### src/rtl/bcd_sum_unit.sv
// bcd_sum_unit: captures two 3-digit BCD operands on rising edges of
// number_valid, adds them one digit per cycle and holds the 4-digit BCD sum.
module bcd_sum_unit #(
    parameter int DIGITS = 3
) (
    input  logic                    clk,
    input  logic                    reset,
    input  logic [4*DIGITS-1:0]     number_in,
    input  logic                    number_valid,
    input  logic                    clear,
    output logic [4*(DIGITS+1)-1:0] sum_out,
    output logic                    sum_valid,
    output logic                    busy,
    output logic                    operand_sel,
    output logic                    bcd_error
);

    localparam int IDX_W = (DIGITS > 1) ? $clog2(DIGITS) : 1;

    typedef enum logic [1:0] {
        WAIT_A,
        WAIT_B,
        ADD,
        DONE
    } state_t;

    state_t               state;
    state_t               state_next;
    logic                 valid_prev;
    logic                 take;
    logic                 in_ok;
    logic [4*DIGITS-1:0]  op_a;
    logic [4*DIGITS-1:0]  op_b;
    logic [4*DIGITS-1:0]  acc;
    logic [4*DIGITS-1:0]  acc_next;
    logic [IDX_W-1:0]     idx;
    logic                 carry;
    logic                 last_digit;
    logic [4:0]           digit_sum;

    // True when every nibble of the operand is a legal decimal digit.
    function automatic logic digits_ok(input logic [4*DIGITS-1:0] v);
        logic ok;
        ok = 1'b1;
        for (int i = 0; i < DIGITS; i++) begin
            if (v[4*i +: 4] > 4'd9) ok = 1'b0;
        end
        return ok;
    endfunction

    // One BCD digit add: returns {carry_out, digit}, applying the +6 correction.
    function automatic logic [4:0] bcd_digit_add(input logic [3:0] a,
                                                 input logic [3:0] b,
                                                 input logic       cin);
        logic [4:0] t;
        t = {1'b0, a} + {1'b0, b} + {4'b0000, cin};
        if (t > 5'd9) return {1'b1, t[3:0] + 4'd6};
        return {1'b0, t[3:0]};
    endfunction

    assign take        = number_valid & ~valid_prev;
    assign in_ok       = digits_ok(number_in);
    assign last_digit  = (idx == IDX_W'(DIGITS - 1));
    assign busy        = (state == ADD);
    assign operand_sel = (state == WAIT_B);

    // Current digit slice of both operands and the accumulator with it written in.
    always_comb begin
        digit_sum = bcd_digit_add(op_a[{idx, 2'b00} +: 4], op_b[{idx, 2'b00} +: 4], carry);
        acc_next  = acc;
        acc_next[{idx, 2'b00} +: 4] = digit_sum[3:0];
    end

    // State register.
    always_ff @(posedge clk) begin
        if (!reset) state <= WAIT_A;
        else        state <= state_next;
    end

    // Next-state logic: clear overrides any take; takes in ADD are ignored.
    always_comb begin
        state_next = state;
        if (clear) begin
            state_next = WAIT_A;
        end else begin
            case (state)
                WAIT_A:  if (take && in_ok) state_next = WAIT_B;
                WAIT_B:  if (take && in_ok) state_next = ADD;
                ADD:     if (last_digit)    state_next = DONE;
                DONE:    if (take && in_ok) state_next = WAIT_B;
                default:                    state_next = WAIT_A;
            endcase
        end
    end

    // Operand capture, digit-serial accumulation and result/flag registers.
    always_ff @(posedge clk) begin
        if (!reset) begin
            valid_prev <= 1'b0;
            op_a       <= '0;
            op_b       <= '0;
            acc        <= '0;
            idx        <= '0;
            carry      <= 1'b0;
            sum_out    <= '0;
            sum_valid  <= 1'b0;
            bcd_error  <= 1'b0;
        end else begin
            valid_prev <= number_valid;
            if (clear) begin
                sum_valid <= 1'b0;
                bcd_error <= 1'b0;
            end else begin
                case (state)
                    WAIT_A, DONE: begin
                        if (take) begin
                            if (in_ok) begin
                                op_a      <= number_in;
                                bcd_error <= 1'b0;
                                sum_valid <= 1'b0;
                            end else begin
                                bcd_error <= 1'b1;
                            end
                        end
                    end
                    WAIT_B: begin
                        if (take) begin
                            if (in_ok) begin
                                op_b      <= number_in;
                                idx       <= '0;
                                carry     <= 1'b0;
                                acc       <= '0;
                                bcd_error <= 1'b0;
                            end else begin
                                bcd_error <= 1'b1;
                            end
                        end
                    end
                    ADD: begin
                        acc   <= acc_next;
                        carry <= digit_sum[4];
                        idx   <= idx + IDX_W'(1);
                        if (last_digit) begin
                            sum_out   <= {3'b000, digit_sum[4], acc_next};
                            sum_valid <= 1'b1;
                        end
                    end
                    default: ;
                endcase
            end
        end
    end

endmodule

### config.mk
export PLATFORM = sky130hd
export DESIGN_NAME = bcd_sum_unit
export DESIGN_NICKNAME = d
export VERILOG_FILES = /design/src/rtl/bcd_sum_unit.sv
export SDC_FILE = /design/constraint.sdc
export NUM_CORES = 1
export LEC_CHECK = 0
export CAP_MARGIN = 20
export CORE_ASPECT_RATIO = 1.25
export CORE_MARGIN = 3
export CORE_UTILIZATION = 45
export DETAILED_ROUTE_END_ITERATION = 7
export PLACE_DENSITY = 0.67
export SYNTH_ARGS = -nofsm -noshare
export SYNTH_HDL_FRONTEND = slang
export SYNTH_SLANG_ARGS = --single-unit
### constraint.sdc
create_clock -name clk -period 8.6 [get_ports clk]
set_input_delay 2.15 -clock clk [delete_from_list [all_inputs] [get_ports clk]]
set_output_delay 2.15 -clock clk [all_outputs]
set_load 0.005 [all_outputs]
# Word level (Yosys, flattened, before mapping)
# Index checks and enable logic that the tools add are counted.
[totals]
in_bits = 16
regBits = 57
out_inout_bits = 20
[op_classes]
n_eq_ne = 11
magnitude_cmp = 4
n_mux = 23
add_sub_neg = 5
n_bitwise = 4
n_reduce_logical = 14
shifts = 4
[ops]
columns = ["cell", "count"]
rows = [
  ["two-way mux 12 bit", 2],
  ["one-hot mux 12 bit (2 select lines)", 1],
  ["variable part select 12 x 5 -> 4 bit", 2],
  ["AND reduction 4 bit", 4],
  ["inequality test 2 x 1 -> 1 bit (second input constant)", 7],
  ["bitwise mux 12 bit", 1],
  ["greater-than comparator 4 bit (second input constant)", 3],
  ["variable shift 4 x 6 -> 12 bit (first input constant)", 1],
  ["variable part select 4 x 6 -> 12 bit", 1],
  ["two-way mux 2 bit", 5],
  ["two-way mux 5 bit", 2],
  ["two-way mux 1 bit", 8],
  ["== test 2 bit (second input constant)", 3],
  ["negator 4 -> 6 bit", 1],
  ["one-hot mux 2 bit (3 select lines)", 1],
  ["AND reduction 3 bit", 2],
  ["adder 4 x 4 -> 5 bit", 1],
  ["adder 5 x 1 -> 5 bit", 1],
  ["greater-than comparator 5 x 4 -> 1 bit (second input constant)", 1],
  ["adder 4 x 3 -> 4 bit (second input constant)", 1],
  ["one-hot mux 1 bit (2 select lines)", 2],
  ["one-hot mux 2 bit (2 select lines)", 1],
  ["nonzero test 2 bit", 2],
  ["OR reduction 2 bit", 2],
  ["other kinds (8)", 10],
]

# Longest topological paths before layout
[logic_depth]
ltp_word = 9
ltp_mapped = 13
mapped_depth_nobuf = 13

# Worst setup path after synthesis
# No wires, ideal clock.
[synth_timing]
kind = "register to register"
from = "register idx[1]"
to = "register carry"
arrival_ns = 3.421
slack_ns = 5.109
path_buffers = 1
stages_incl_launch_ff = 13
synth_period_minus_slack_ns = 3.491
path_cell_list = "dfxtp_1 -> buf_1 -> mux2i_1 -> o21ai_0 -> fa_1 -> fa_1 -> inv_1 -> ha_1 -> nor2b_1 -> a211o_1 -> a21o_1 -> a211o_1 -> a21oi_1"
[synth_between]
elab_chain_cells = 7
[synth_lines]
columns = ["item", "line_no", "source"]
rows = [
  ["start: declaration", "36", "logic [IDX_W-1:0] idx;"],
  ["start signal: assignment", "142", "idx <= idx + IDX_W'(1);"],
  ["variable part select 12 x 5 -> 4 bit", "69", "digit_sum = bcd_digit_add(op_a[{idx, 2'b00} +: 4], op_b[{idx, 2'b00} +: 4], carry);"],
  ["adder 4 x 4 -> 5 bit *", "56", "t = {1'b0, a} + {1'b0, b} + {4'b0000, cin};"],
  ["adder 5 x 1 -> 5 bit *", "56", ""],
  ["greater-than comparator 5 x 4 -> 1 bit *", "57", "if (t > 5'd9) return {1'b1, t[3:0] + 4'd6};"],
  ["two-way mux 1 bit *", "57", ""],
  ["two-way mux 5 bit *", "58", "return {1'b0, t[3:0]};"],
  ["one-hot mux 1 bit (2 select lines) *", "114", "case (state)"],
  ["end signal: assignment", "141", "carry <= digit_sum[4];"],
  ["end: declaration", "37", "logic carry;"],
]
# Every way passes the cells marked *; elsewhere a longest branch is shown, timed or not.
# A chain may end at the register's enable or synchronous reset.

# Worst setup path after layout
[layout_timing]
from = "input reset"
to = "register sum_out[12]"
[layout_lines]
columns = ["item", "line_no", "source"]
rows = [
  ["start: declaration", "7", "input logic reset,"],
  ["end signal: assignment", "144", "sum_out <= {3'b000, digit_sum[4], acc_next};"],
  ["end: declaration", "11", "output logic [4*(DIGITS+1)-1:0] sum_out,"],
]
# No word-level cell between the ends.

==> impl_metrics.yaml <==
hold_path:
  timing.hold.worst.class: "register to register"
  hold_path_depth: 2
layout:
  drive_above_1_share_pct: 7.843
  num-nets-final: 383
  num_antenna_cells: 0
  layout-area-overhead-vs-synth_pct: 20.09
  fillerInstances: 558
  design_area_sq_mm: 0.003418
  layout.cells.non_filler: 439
cts:
  clock_tree_from_tritoncts: "done"
  ctsLongestPathBuffers: 2
  post_cts_setup_buffers: 0
  cts_root_buffer: "sky130_fd_sc_hd__clkbuf_8"
  cts.reportedPaths.clkPinSlew_ns: 0.06
  cts.hold.buffers_added: 0
  post_cts_resize_count: 0
  clock_latency_of_the_later_clocked_register_in_the_worst_skew_pair_ns: 0.34
  tritoncts.num_buffers: 9
  clock_sinks: 57
  cts_max_level: 3
sta:
  hold_ws_ns: 0.4526
  tightest_slew_ns: 0.9344
  setup_total_negative_slack_ns: 0
  layout_worst_path_cycle_share_pct: 49.53
  setup-violations-final: 0
  timing_hold_violations_final: 0
  rsz_0062_raised_after_global_routing: "false"
  max_clock_freq_mhz: 234.7
  finalCriticalPeriod_ns: 4.260
  relSlewSlack_pct: 37.32
  report.final.slew_viol_count: 0
  worst_clk_skew_ns: 0.005674
die:
  core_outline_area_sq_mm: 0.005973
  floorplan.io_pins: 36
  initial_core_util_pct: 47.65
  fp.dieW_um: 77.14
  chipHeight_um: 94.92
  die_area_sq_mm: 0.007322
  placement_rows: 31
worst_setup_path:
  worstReg2RegEnd: "sum_out[5]"
  crit_path_arrival_time_ns: 4.48
  crit_path_max_fanout: 34
  rrSetupSlack_ns: 4.66
  worstSetupPathType: "input pin to register"
  reg2reg_depth: 12
  worst_setup_path_startpoint: "reset"
  cp_data_required_time_ns: 8.82
  critical_path.endpoint: "sum_out[12]"
  worstSetupStartpointType: "input pin"
  critPathCaptureType: "register"
  worstReg2RegStart: "idx[1]"
yosys:
  synth.area.top_cells: "sky130_fd_sc_hd__dfxtp_1, sky130_fd_sc_hd__mux2i_1, sky130_fd_sc_hd__ha_1"
  synth_top_cells_by_count: "sky130_fd_sc_hd__dfxtp_1, sky130_fd_sc_hd__nor2_1, sky130_fd_sc_hd__mux2i_1"
  yosys_warnings: 0
  synth.top_cell.area_share_pct: 40.09
  ffs_latches_synth: 57
  yosysUniqueCellTypes: 44
  async_reset_ff_share_pct: 0
  netlist_instances: 321
  synth-edff-count: 0
  avgSynthCellArea_sq_um: 8.868
  yosys.area.top_type: "sky130_fd_sc_hd__dfxtp_1"
  synthMostInstantiatedCell: "sky130_fd_sc_hd__dfxtp_1"
  postSynth.topFlopCell: "sky130_fd_sc_hd__dfxtp_1"
  share_of_synthesized_area_occupied_by_flip_flops_and_latches_pct: 40.09
  netlist_area_sq_mm: 0.002846
global_routing:
  track_usage_pct: 18.47
  antenna_violations_before_repair: 0
  gr-total-overflow: 0
  first_pass_grt_wire_length_um: 10710
  maximum_number_of_pins_on_one_net_before_global_route_repair: 35
  vias_in_the_first_global_route: 2256
run:
  max_cap_violations: 0
drt:
  antenna_left: 0
  detailroute.wirelength.met3_um: 224
  met1_layer_wirelength_in_the_final_routing_um: 2779
  dr_wl_met2_um: 3062
  detail_route.vias_per_cell: 5.369
  top_signal_layer_used: "met4"
  routedWlPerCell_um: 14.00
  first_iter_violations: 117
  num_vias: 2357
  totalWireLength_um: 6144
  drt_pre_antenna_iters: 5
  post-route-drc-count: 0
power_and_ir_drop:
  report.power.total_mw: 0.5547
  power.static_leakage_nw: 1.160
  ir_worst_vdd_uv: 110.8
  cellPowerDensity_mw_per_mm2: 162.3
placement:
  placed_area_sq_mm: 0.003223
  placedCellCount: 424
  dp_hpwl_um: 4604
  buffer_ports.inserted: 32
  place_congestion: 0.8395
outcome:
  outcome: "finished, final reports clean"
==> metal layers <==
metal,vias to the layer above,track usage [%]
li1,1197,-
met1,1102,22.42
met2,50,30.98
met5,-,0
met4,0,7.567
met3,8,4.962
==> logic make-up (layout without fill, tap and decap cells) <==
logic type / Yosys count / after routing / synth area share [%]
AOI/OAI and AO/OA: 80 / 80 / 18.29
buffers and inverters: 38 / 72 / 5.714
DFF: 57 / 57 / 40.09
adders and majority gates: 14 / 14 / 6.681
and+or+nand+nor: 96 / 96 / 16.88
other: 1 / 3 / 0.1317
muxes: 33 / 33 / 11.60
xor gates and xnor gates: 2 / 2 / 0.6155
==> worst min-delay path by stage <==
stage               startpoint  endpoint  slack, ns
finish                  acc[4]    acc[4]       0.45
global route            acc[0]    acc[0]       0.47
CTS                     acc[4]    acc[4]       0.45
detailed placement      acc[4]    acc[4]       0.45
global placement        acc[4]    acc[4]       0.44
floorplan               acc[0]    acc[0]       0.43
==> cell type report <==
| class | instances | area [sq um] | share of cell area, % |
|---|---|---|---|
| multi-input cells | 228 | 1550 | 45.35 |
| flip-flops and latches | 57 | 1141 | 33.38 |
| repair buffers | 34 | 342.8 | 10.03 |
| clock buffers | 12 | 155.1 | 4.539 |
| well taps | 82 | 102.6 | 3.001 |
| inverters | 23 | 86.33 | 2.526 |
| clock inverters | 3 | 40.04 | 1.171 |
==> where the power goes <==
part | internal [mW] | total [mW] | switching, mW
Sequential | 0.266 | 0.267 | 0.00113
Clock | 0.147 | 0.251 | 0.104
Combinational | 0.0157 | 0.0360 | 0.0203
Total | 0.429 | 0.555 | 0.126
==> flip-flops by register name (all words and copies together), names as in the netlist <==
register	count
sum_out	13
acc	12
op_a	12
op_b	12
idx	2
state	2
bcd_error	1
carry	1
sum_valid	1
valid_prev	1
==> cells in the final DEF (no fill, tap or decap), types with 3 or more instances in the layout <==
cell type	instances
sky130_fd_sc_hd__a211o_1	4
sky130_fd_sc_hd__a21oi_1	17
sky130_fd_sc_hd__clkbuf_8	11
sky130_fd_sc_hd__o221a_2	3
sky130_fd_sc_hd__a211oi_1	3
sky130_fd_sc_hd__o21ai_2	3
sky130_fd_sc_hd__a21o_1	3
sky130_fd_sc_hd__nand2_1	26
sky130_fd_sc_hd__o22ai_1	14
sky130_fd_sc_hd__o21ai_1	7
sky130_fd_sc_hd__a31oi_1	3
sky130_fd_sc_hd__a32oi_1	6
sky130_fd_sc_hd__mux2i_1	33
sky130_fd_sc_hd__clkdlybuf4s50_1	32
sky130_fd_sc_hd__nand3_1	10
sky130_fd_sc_hd__o21ai_0	14
sky130_fd_sc_hd__inv_1	22
sky130_fd_sc_hd__conb_1	3
sky130_fd_sc_hd__nor2_1	36
sky130_fd_sc_hd__dfxtp_1	57
sky130_fd_sc_hd__ha_1	12
==> worst max-delay path, stage by stage <==
cell and delay (ns):
sky130_fd_sc_hd__clkdlybuf4s50_1 0.90, sky130_fd_sc_hd__clkinv_1 0.95, sky130_fd_sc_hd__a311oi_1 0.47
==> per-stage QoR <==
| step | util [%] | worst slack, ns |
|---|---|---|
| after floorplan | - | 5.109 |
| after global placement | 53.58 | 4.022 |
| after detailed placement | 53.96 | 3.977 |
| after CTS | 57.23 | 4.341 |
| after global routing | 57.23 | 4.054 |
| final | 57.23 | 4.340 |
(Power assumes the default switching activity.)
==> variant: new RTL, same settings <==
Reset style: asynchronous (`reset`), changed in 2 clocked blocks.
--- a/src/rtl/bcd_sum_unit.sv
+++ b/src/rtl/bcd_sum_unit.sv
@@ -73,5 +73,5 @@
 
     // State register.
-    always_ff @(posedge clk) begin
+    always_ff @(posedge clk or negedge reset) begin
         if (!reset) state <= WAIT_A;
         else        state <= state_next;
@@ -95,5 +95,5 @@
 
     // Operand capture, digit-serial accumulation and result/flag registers.
-    always_ff @(posedge clk) begin
+    always_ff @(posedge clk or negedge reset) begin
         if (!reset) begin
             valid_prev <= 1'b0;
Behaviour: differs if reset is asserted again (counterexample within 4 cycles, from zero or initial values and one cycle with reset low); with reset held inactive, the same outputs for 4 cycles.
==> variant against the unedited design <==
  * Area after synthesis rose by 4.2%
  * Sequential cell count did not move
  * Design area rose by 4.3%
  * Wire length fell by 1.5%
  * Worst setup slack got worse by 86 ps
  * Critical path depth rose by 2
  * Highest routed layer unchanged
Power is not compared: it rests on default switching activity, and its combinational part moved more than twofold at a synthesized area within 25%.
==> variant: results (changes against the unedited design) <==
Critical path
  • Max incr delay on CP: 840 ps (-110 ps)
  • R2R Path End: sum_out[1]
  • Crit-path max FO: 12 (-65%)
  • Crit path from: number_in[6]
  • Master of the slowest instance on the critical path: nor3b_2
  • Critical path arrival: 4560 ps (+80 ps)
  • Worst r2r path cells: 11 (-1)
  • Top delay family on crit path: simple AND/OR/NAND/NOR gates
  • Reg-to-Reg Start: idx[1]
  • Crit path to: op_b[3]
  • Reg2Reg Setup Slack: 4540 ps (-120 ps)

STA
  • Hold_ws: 482 ps (+29.7 ps)
  • Final critical-path setup slack: 4250 ps (-86.4 ps)
  • Skew final: 6.69 ps (+1.02 ps)
  • Tightest Pin Transition: 919 ps (-15.3 ps)

Synth
  • Yosys warns: 0 (unchanged)
  • Async SR Flop Fraction: 100% (+100 points)
  • Syn Inst Count: 271 (-16%)
  • Top_reg_cell synth: dfrtp_1
  • Number of distinct library cells after synthesis: 45 (+2.3%)
  • Area contributors post-synth: dfrtp_1 (48%), mux2_2 (8.0%), ha_1 (5.1%)
  • Seq/Total Area, Yosys: 48.1% (+8.0 points)
  • Commonest cells in the netlist: dfrtp_1 (57), o21ai_0 (23), mux2_2 (21), nand2_1 (19), a21oi_1 (18)

Global routing
  • Most Crowded Layer GR: met2
  • First-pass GRT wire length: 10,300 µm (-3.8%)
  • All-Layer GR Usage: 17.1% (-1.4 points)
  • Largest net degree at the start of global routing: 58 (+66%)
  • Grt met3 use: 5.59% (+0.62 points)
  • Met1 GRT Util: 21.1% (-1.4 points)
  • M2 GR Usage: 27.5% (-3.5 points)

Route
  • Routed length on met1: 2690 µm (-3.2%)
  • Uppermost layer routed: met4
  • Vias post-DR: 2,151 (-8.7%)
  • Final WL: 6050 µm (-1.5%)
  • Iteration count of the initial detailed-routing pass: 4 (-1)
  • Met2 wire length: 2980 µm (-2.7%)
  • Metal3 WL: 214 µm (-4.5%)
  • Initial drt markers: 95 (-19%)

Placement
  • Final GP Congestion: 0.801 (-4.5%)
  • Post-Place Cells: 378 (-11%)
  • Pre-CTS WS: 3900 ps (-81.3 ps)
  • DP HPWL: 4350 µm (-5.6%)
  • Port Buffers: 32 (unchanged)
  • Placed Area: 0.00333 mm² (+3.5%)

Final layout
  • N_diodes: 0 (unchanged)
  • Most flops, register: sum_out
  • Final Non-Filler Cells: 395 (-10%)
  • Fin nets: 335 (-13%)
  • Layout cells sized above 1: 15.8% (+8.0 points)
  • Largest register FFs: 13 (unchanged)

Clocking
  • Reg clk slew, reported paths: 60 ps (about the same)
  • Post-CTS setup buffers: 0 (unchanged)
  • H-Tree Depth: 3 (unchanged)

Worst hold path
  • Hold Path Sink: sum_out[12]
  • Hold Crit Start: sum_out[12]

Status
  • Outcome: complete, no violations

Pwr
  • Switching power total: 0.452 mW
  • P_leak: roughly 1.5 nW
  • Reg power frac: 32.6%
variant: kinds of logic (layout without fill, tap and decap cells):
group / Yosys count / after routing / share of synthesized area [%]
compound gates: 76 / 76 / 15.7
xor+xnor: 2 / 2 / 0.591
fa+ha+maj: 14 / 14 / 6.41
buf+inv: 21 / 58 / 3.29
flops: 57 / 57 / 48.1
mux: 34 / 34 / 12.7
other cells: 1 / 3 / 0.126
simple gates: 66 / 66 / 13.1
variant: final cells by class:
type / count / area (µm²)
well taps: 85 / 106
flip-flops and latches: 57 / 1430
fillers: 578 / 2720
repair buffers: 34 / 338
inverters: 8 / 30.0
clock buffers: 12 / 165
multi-input cells: 195 / 1450
clock inverters: 4 / 50.0
variant: worst min-delay path: stages (launching register included):
cell and delay [ps]:
dfrtp_1 340, nand2_1 50, o21ai_0 60
